===== config.mk =====
export PLATFORM = sky130hd
export DESIGN_NAME = dataout_buf_param
export DESIGN_NICKNAME = d
export VERILOG_FILES = /design/src/rtl/dataout_buf_param.sv
export SDC_FILE = /design/constraint.sdc
export NUM_CORES = 1
export LEC_CHECK = 0
export ABC_AREA = 1
export ABC_CLOCK_PERIOD_IN_PS = 6820
export CELL_PAD_IN_SITES_DETAIL_PLACEMENT = 0
export CELL_PAD_IN_SITES_GLOBAL_PLACEMENT = 1
export CORE_UTILIZATION = 54
export CTS_CLUSTER_DIAMETER = 80
export DETAILED_ROUTE_END_ITERATION = 8
export PLACE_DENSITY_LB_ADDON = 0.2
export SLEW_MARGIN = 10
export SYNTH_ARGS = -nofsm -noshare
export SYNTH_HDL_FRONTEND = slang
export SYNTH_SLANG_ARGS = --single-unit

===== constraint.sdc =====
create_clock -name clk -period 6.82 [get_ports clk]
set_input_delay 1.023 -clock clk [delete_from_list [all_inputs] [get_ports clk]]
set_output_delay 1.023 -clock clk [all_outputs]
set_load 0.02 [all_outputs]

===== src/rtl/dataout_buf_param.sv =====
// Packet-injection source: streams NUM_PKT packets of PKT_LEN flits
// from a write-loaded memory with valid/ready, pause and loop modes.
module dataout_buf_param #(
  parameter int DATA_W  = 20,
  parameter int PKT_LEN = 6,
  parameter int NUM_PKT = 5,
  parameter int ADDR_W  = 5,
  parameter int LOOP    = 0
) (
  input  logic              clk,
  input  logic              RST,
  input  logic              wr_en,
  input  logic [ADDR_W-1:0] wr_addr,
  input  logic [DATA_W-1:0] wr_data,
  input  logic              enable,
  input  logic              clear,
  input  logic              out_ready,
  output logic [DATA_W-1:0] dataout,
  output logic              out_valid,
  output logic              out_head,
  output logic              out_tail,
  output logic              busy,
  output logic              done,
  output logic [15:0]       flit_cnt
);

  localparam int DEPTH = PKT_LEN * NUM_PKT;
  localparam int CW = (PKT_LEN > 1) ? $clog2(PKT_LEN) : 1;
  localparam logic [ADDR_W-1:0] LAST = ADDR_W'(DEPTH - 1);
  localparam logic [CW-1:0] COL_LAST = CW'(PKT_LEN - 1);

  typedef enum logic [1:0] {
    IDLE,
    RUN,
    PAUSE,
    DONE
  } state_t;

  state_t state, state_n;

  logic [DATA_W-1:0] mem [DEPTH];
  logic [DATA_W+1:0] fifo [2];

  logic [ADDR_W-1:0] rd_addr;
  logic [CW-1:0]     col;
  logic              reads_done;
  logic              wp, rp;
  logic [1:0]        cnt;

  logic issue, pop, final_pop, wr_ok, start;

  assign out_valid = (cnt != 2'd0);
  assign pop       = out_valid && out_ready;
  assign start     = (state == IDLE) && enable;

  // A read lands in the FIFO on the next edge, so a pop frees a slot.
  assign issue = (state == RUN) && !reads_done &&
                 ((cnt < 2'd2) || pop);

  assign final_pop = (LOOP == 0) && reads_done &&
                     pop && (cnt == 2'd1);

  assign wr_ok = wr_en &&
                 ((state == IDLE) || (state == DONE)) &&
                 (32'(wr_addr) < 32'(DEPTH));

  assign {out_head, out_tail, dataout} =
    out_valid ? fifo[rp] : '0;

  assign busy = (state == RUN) || (state == PAUSE);
  assign done = (state == DONE);

  always_comb begin
    state_n = state;
    unique case (state)
      IDLE:  if (enable) state_n = RUN;
      RUN: begin
        if (final_pop)    state_n = DONE;
        else if (!enable) state_n = PAUSE;
      end
      PAUSE: begin
        if (final_pop)   state_n = DONE;
        else if (enable) state_n = RUN;
      end
      DONE:  if (clear) state_n = IDLE;
      default: state_n = IDLE;
    endcase
  end

  always_ff @(posedge clk) begin
    if (RST) begin
      state      <= IDLE;
      rd_addr    <= '0;
      col        <= '0;
      reads_done <= 1'b0;
      wp         <= 1'b0;
      rp         <= 1'b0;
      cnt        <= 2'd0;
      flit_cnt   <= 16'd0;
    end else begin
      state <= state_n;
      if (start) begin
        rd_addr    <= '0;
        col        <= '0;
        reads_done <= 1'b0;
        flit_cnt   <= 16'd0;
      end else begin
        if (issue) begin
          col <= (col == COL_LAST) ? '0 : col + 1'b1;
          if (rd_addr == LAST) begin
            rd_addr    <= '0;
            reads_done <= (LOOP == 0);
          end else begin
            rd_addr <= rd_addr + 1'b1;
          end
        end
        if (pop && (flit_cnt != 16'hFFFF))
          flit_cnt <= flit_cnt + 16'd1;
      end
      if (issue) wp <= ~wp;
      if (pop)   rp <= ~rp;
      unique case ({issue, pop})
        2'b10:   cnt <= cnt + 2'd1;
        2'b01:   cnt <= cnt - 2'd1;
        default: cnt <= cnt;
      endcase
    end
  end

  // Storage only; contents survive reset.
  always_ff @(posedge clk) begin
    if (wr_ok) mem[wr_addr] <= wr_data;
    if (issue)
      fifo[wp] <= {col == '0, col == COL_LAST, mem[rd_addr]};
  end

endmodule


==> impl_metrics.json <==
{
  "status": "completed",
  "crit_type": "reg2out",
  "post-route-cell-area_mm2": 0.0313,
  "grt_pass1_vias": 17300,
  "setup_viol": 0,
  "pwr-share-clk_pct": 38.4,
  "irDropWorstVdd_mv": 0.216,
  "initial_core_util_pct": 54.7,
  "root_buffer": "clkbuf_16",
  "r2r_setup_slack_ps": 3430,
  "num_rows": 83,
  "drive_above_1_share_pct": 7.56,
  "finalWirelength_um": 72900,
  "yosysMostFrequentCell": "nand2_1",
  "cts-htree-levels": 3,
  "hold_viol_final": 0,
  "cts_buffer_depth": 3,
  "worst_pin_slew_ps": 1230,
  "synthMuxAreaShare_pct": 0,
  "seqPwrFrac_pct": 48.6,
  "port_buffers": 71,
  "r2r-start": "state[0]",
  "synthAdderAreaFrac_pct": 0.491,
  "timing.rr.end": "mem[21][19]",
  "end_kind": "primary output",
  "syn-cell-area_mm2": 0.0281,
  "cp_data_arrival_time_ps": 2830,
  "dieHeight_um": 230,
  "drc": 0,
  "start_kind": "flop",
  "ys_types": 35,
  "synth_seq_cells": 681,
  "drtAntennaViolNets": 0,
  "gp_congestion": 0.830,
  "cts_resized": 0,
  "die_w_um": 230,
  "top_level_ports": 72,
  "numCtsBuffers": 71,
  "core_mm2": 0.0513,
  "firstDrtPassIters": 6,
  "synth-compound-area-share_pct": 1.74,
  "cts_hold_buf": 0,
  "worstPathRequired_ps": 5800,
  "rsz0062_at_grt": "false",
  "tns_ps": 0,
  "skew_ps": 20.1,
  "synth_top_family_by_area": "simple AND/OR/NAND/NOR gates",
  "dieArea_mm2": 0.0529,
  "fmax_ghz": 0.259,
  "layout.cells.non_filler": 3245,
  "max_slew_margin_pct": 17.6,
  "clk_latency_ps": 610,
  "hold_start": "reads_done",
  "synthArstFlopShare_pct": 0,
  "dp.cells": 3119,
  "grt_antenna_before_repair": 2,
  "grt_usage_pct": 27.8,
  "drt_iter0_drc": 1870,
  "overflow": 0,
  "synthTopCellsByArea": "edfxtp_1 69%, nand2_1 12%, nand3_1 7.6%, dfxtp_1 2.6%, nor2_1 2.1%",
  "cap_violations": 0,
  "synthSimpleGateAreaFrac_pct": 22.4,
  "combPwrFrac_pct": 13.0,
  "syn_inst": 2488,
  "grt_max_degree": 135,
  "hold_path.class": "reg2reg",
  "ys_top_cells_by_count": "870 x nand2_1, 644 x edfxtp_1, 428 x nand3_1, 157 x nor2_1, 72 x buf_2",
  "synth_edf_count": 644,
  "postCtsSetupRepairBufs": 0,
  "reg2reg_depth": 5,
  "drv_slew": 0,
  "whs_endpoint": "reads_done",
  "grt_pass1_wl_um": 109000,
  "powerDensity_mw_per_mm2": 311,
  "p_leak_nw": 11.3,
  "clock-sinks": 681,
  "vias_per_cell": 5.65,
  "swShare_pct": 25.9,
  "period_share_pct": 56.5,
  "n_antenna_cell": 0,
  "dp_hpwl_um": 41800,
  "cts_tree": "built",
  "ys_seq_area_share_pct": 71.6,
  "multiInputGateArea_mm2": 0.00707,
  "regArea_mm2": 0.0201,
  "crit_fanout": 23,
  "fin_crit_ps": 3860,
  "post_synth.cell_area_avg_um2": 11.3,
  "synth_ff_type": "edfxtp_1",
  "yosys_warnings": 0,
  "vias": 18300,
  "area_growth_pct": 11.4,
  "clkTransAtPathRegs_ps": 60,
  "p_sw_mw": 2.52,
  "yosys.area.top_type": "edfxtp_1",
  "fin_nets": 2554,
  "intPower_mw": 7.20,
  "placed_cell_area_mm2": 0.0290,
  "whs_path_depth": 2,
  "power_mw": 9.72,
  "synth_xor_area_share_pct": 0.312,
  "routedWlPerCell_um": 22.5,
  "syn_nets": 2530,
  "n_fill_cell": 4140,
  "synth_top_cell_area_share_pct": 68.9
}
state kept, by name, indices dropped and copies added (netlist names), 2 cells and up, named ones only:
signal / count
cnt: 2
col: 3
fifo: 44
flit_cnt: 16
mem: 600
rd_addr: 5
state: 2
power by group through the flow:
stage	combinational [mW]	clock (mW)	sequential, mW
2_1_floorplan	0.775	0	4.77
3_3_place_gp	1.25	0	4.81
3_5_place_dp	1.26	0	4.81
4_1_cts	1.27	3.78	4.72
5_1_grt	1.37	3.94	4.73
6_report	1.26	3.74	4.72
placed cells by master (no fill, tap or decap), types with 2 or more instances in the layout:
cell type / synthesis / routed
o211ai_1: 10 / 10
nand2_2: 3 / 3
xnor2_1: 4 / 4
inv_2: 5 / 5
or2_1: 6 / 6
o21ai_1: 8 / 8
xor2_1: 6 / 6
clkdlybuf4s50_1: 0 / 52
edfxtp_1: 644 / 644
nand3_1: 428 / 428
buf_4: 22 / 16
dfxtp_2: 0 / 2
a21oi_1: 7 / 7
nor2_1: 157 / 127
dfxtp_1: 37 / 33
clkinv_2: 0 / 8
inv_1: 66 / 65
clkbuf_1: 27 / 17
dfxtp_4: 0 / 2
nand2_1: 870 / 870
nor3_2: 1 / 3
bufinv_16: 0 / 4
nor2_2: 3 / 33
buf_2: 72 / 19
nor3_1: 7 / 5
o21ai_0: 42 / 42
ha_1: 11 / 11
clkbuf_16: 0 / 76
nand4_1: 15 / 15
a21oi_2: 11 / 11
or2_2: 2 / 2
inv_6: 0 / 4
nor2_4: 2 / 2
clkinv_1: 0 / 17
worst max path at each step:
stage / from / to / slack [ps] / cells after the start
finish: flop / dataout[9] / 2960 / 4
global route: flop / dataout[8] / 2760 / 4
CTS: flop / dataout[3] / 2880 / 4
detailed placement: wr_addr[3] / mem[21][19] / 2680 / 6
global placement: wr_addr[3] / mem[21][19] / 2750 / 6
floorplan: wr_addr[3] / mem[29][0] / 3440 / 5
routing by layer:
| metal | routed length (um) | part of all wire, % | vias to the layer above | GRT usage [%] |
|---|---|---|---|---|
| li1 | - | - | 8618 | - |
| met4 | 2380 | 3.3 | 0 | 10.9 |
| met3 | 4960 | 6.8 | 117 | 3.72 |
| met5 | 0 | 0 | - | 0 |
| met1 | 30100 | 41 | 8895 | 38.3 |
| met2 | 35500 | 49 | 693 | 45.2 |
cell type report:
| cell class | count | share of cell area, % |
|---|---|---|
| clock buffer | 93 | 6.29 |
| clock inverter | 33 | 0.829 |
| inverter | 72 | 0.897 |
| multi-input combinational | 1599 | 22.6 |
| sequential | 681 | 64.3 |
| tap | 680 | 2.72 |
| timing repair buffer | 87 | 2.35 |
per-stage QoR:
stage               hold slack [ps]  setup WS [ps]  utilization [%]
detailed placement              468           2680             56.6
finish                          472           2960             60.9
global route                    502           2760             60.9
floorplan                       444           3440                -
CTS                             477           2880             60.9
global placement                457           2750             56.6
kinds of logic after synthesis:
| family | Yosys count |
|---|---|
| AND/OR/NAND/NOR | 1497 |
| flip-flops | 681 |
| buffers and inverters | 208 |
| AO/OA/AOI/OAI | 81 |
| adder cells (fa/ha/maj) | 11 |
| XOR/XNOR | 10 |
worst max-delay path, stage by stage, from the launching register on:
cell and delay [ps]:
dfxtp_1 780, inv_1 560, nor2_1 210, nor2_1 110
clkdlybuf4s50_1 550
Power figures use the tool's default switching activity.
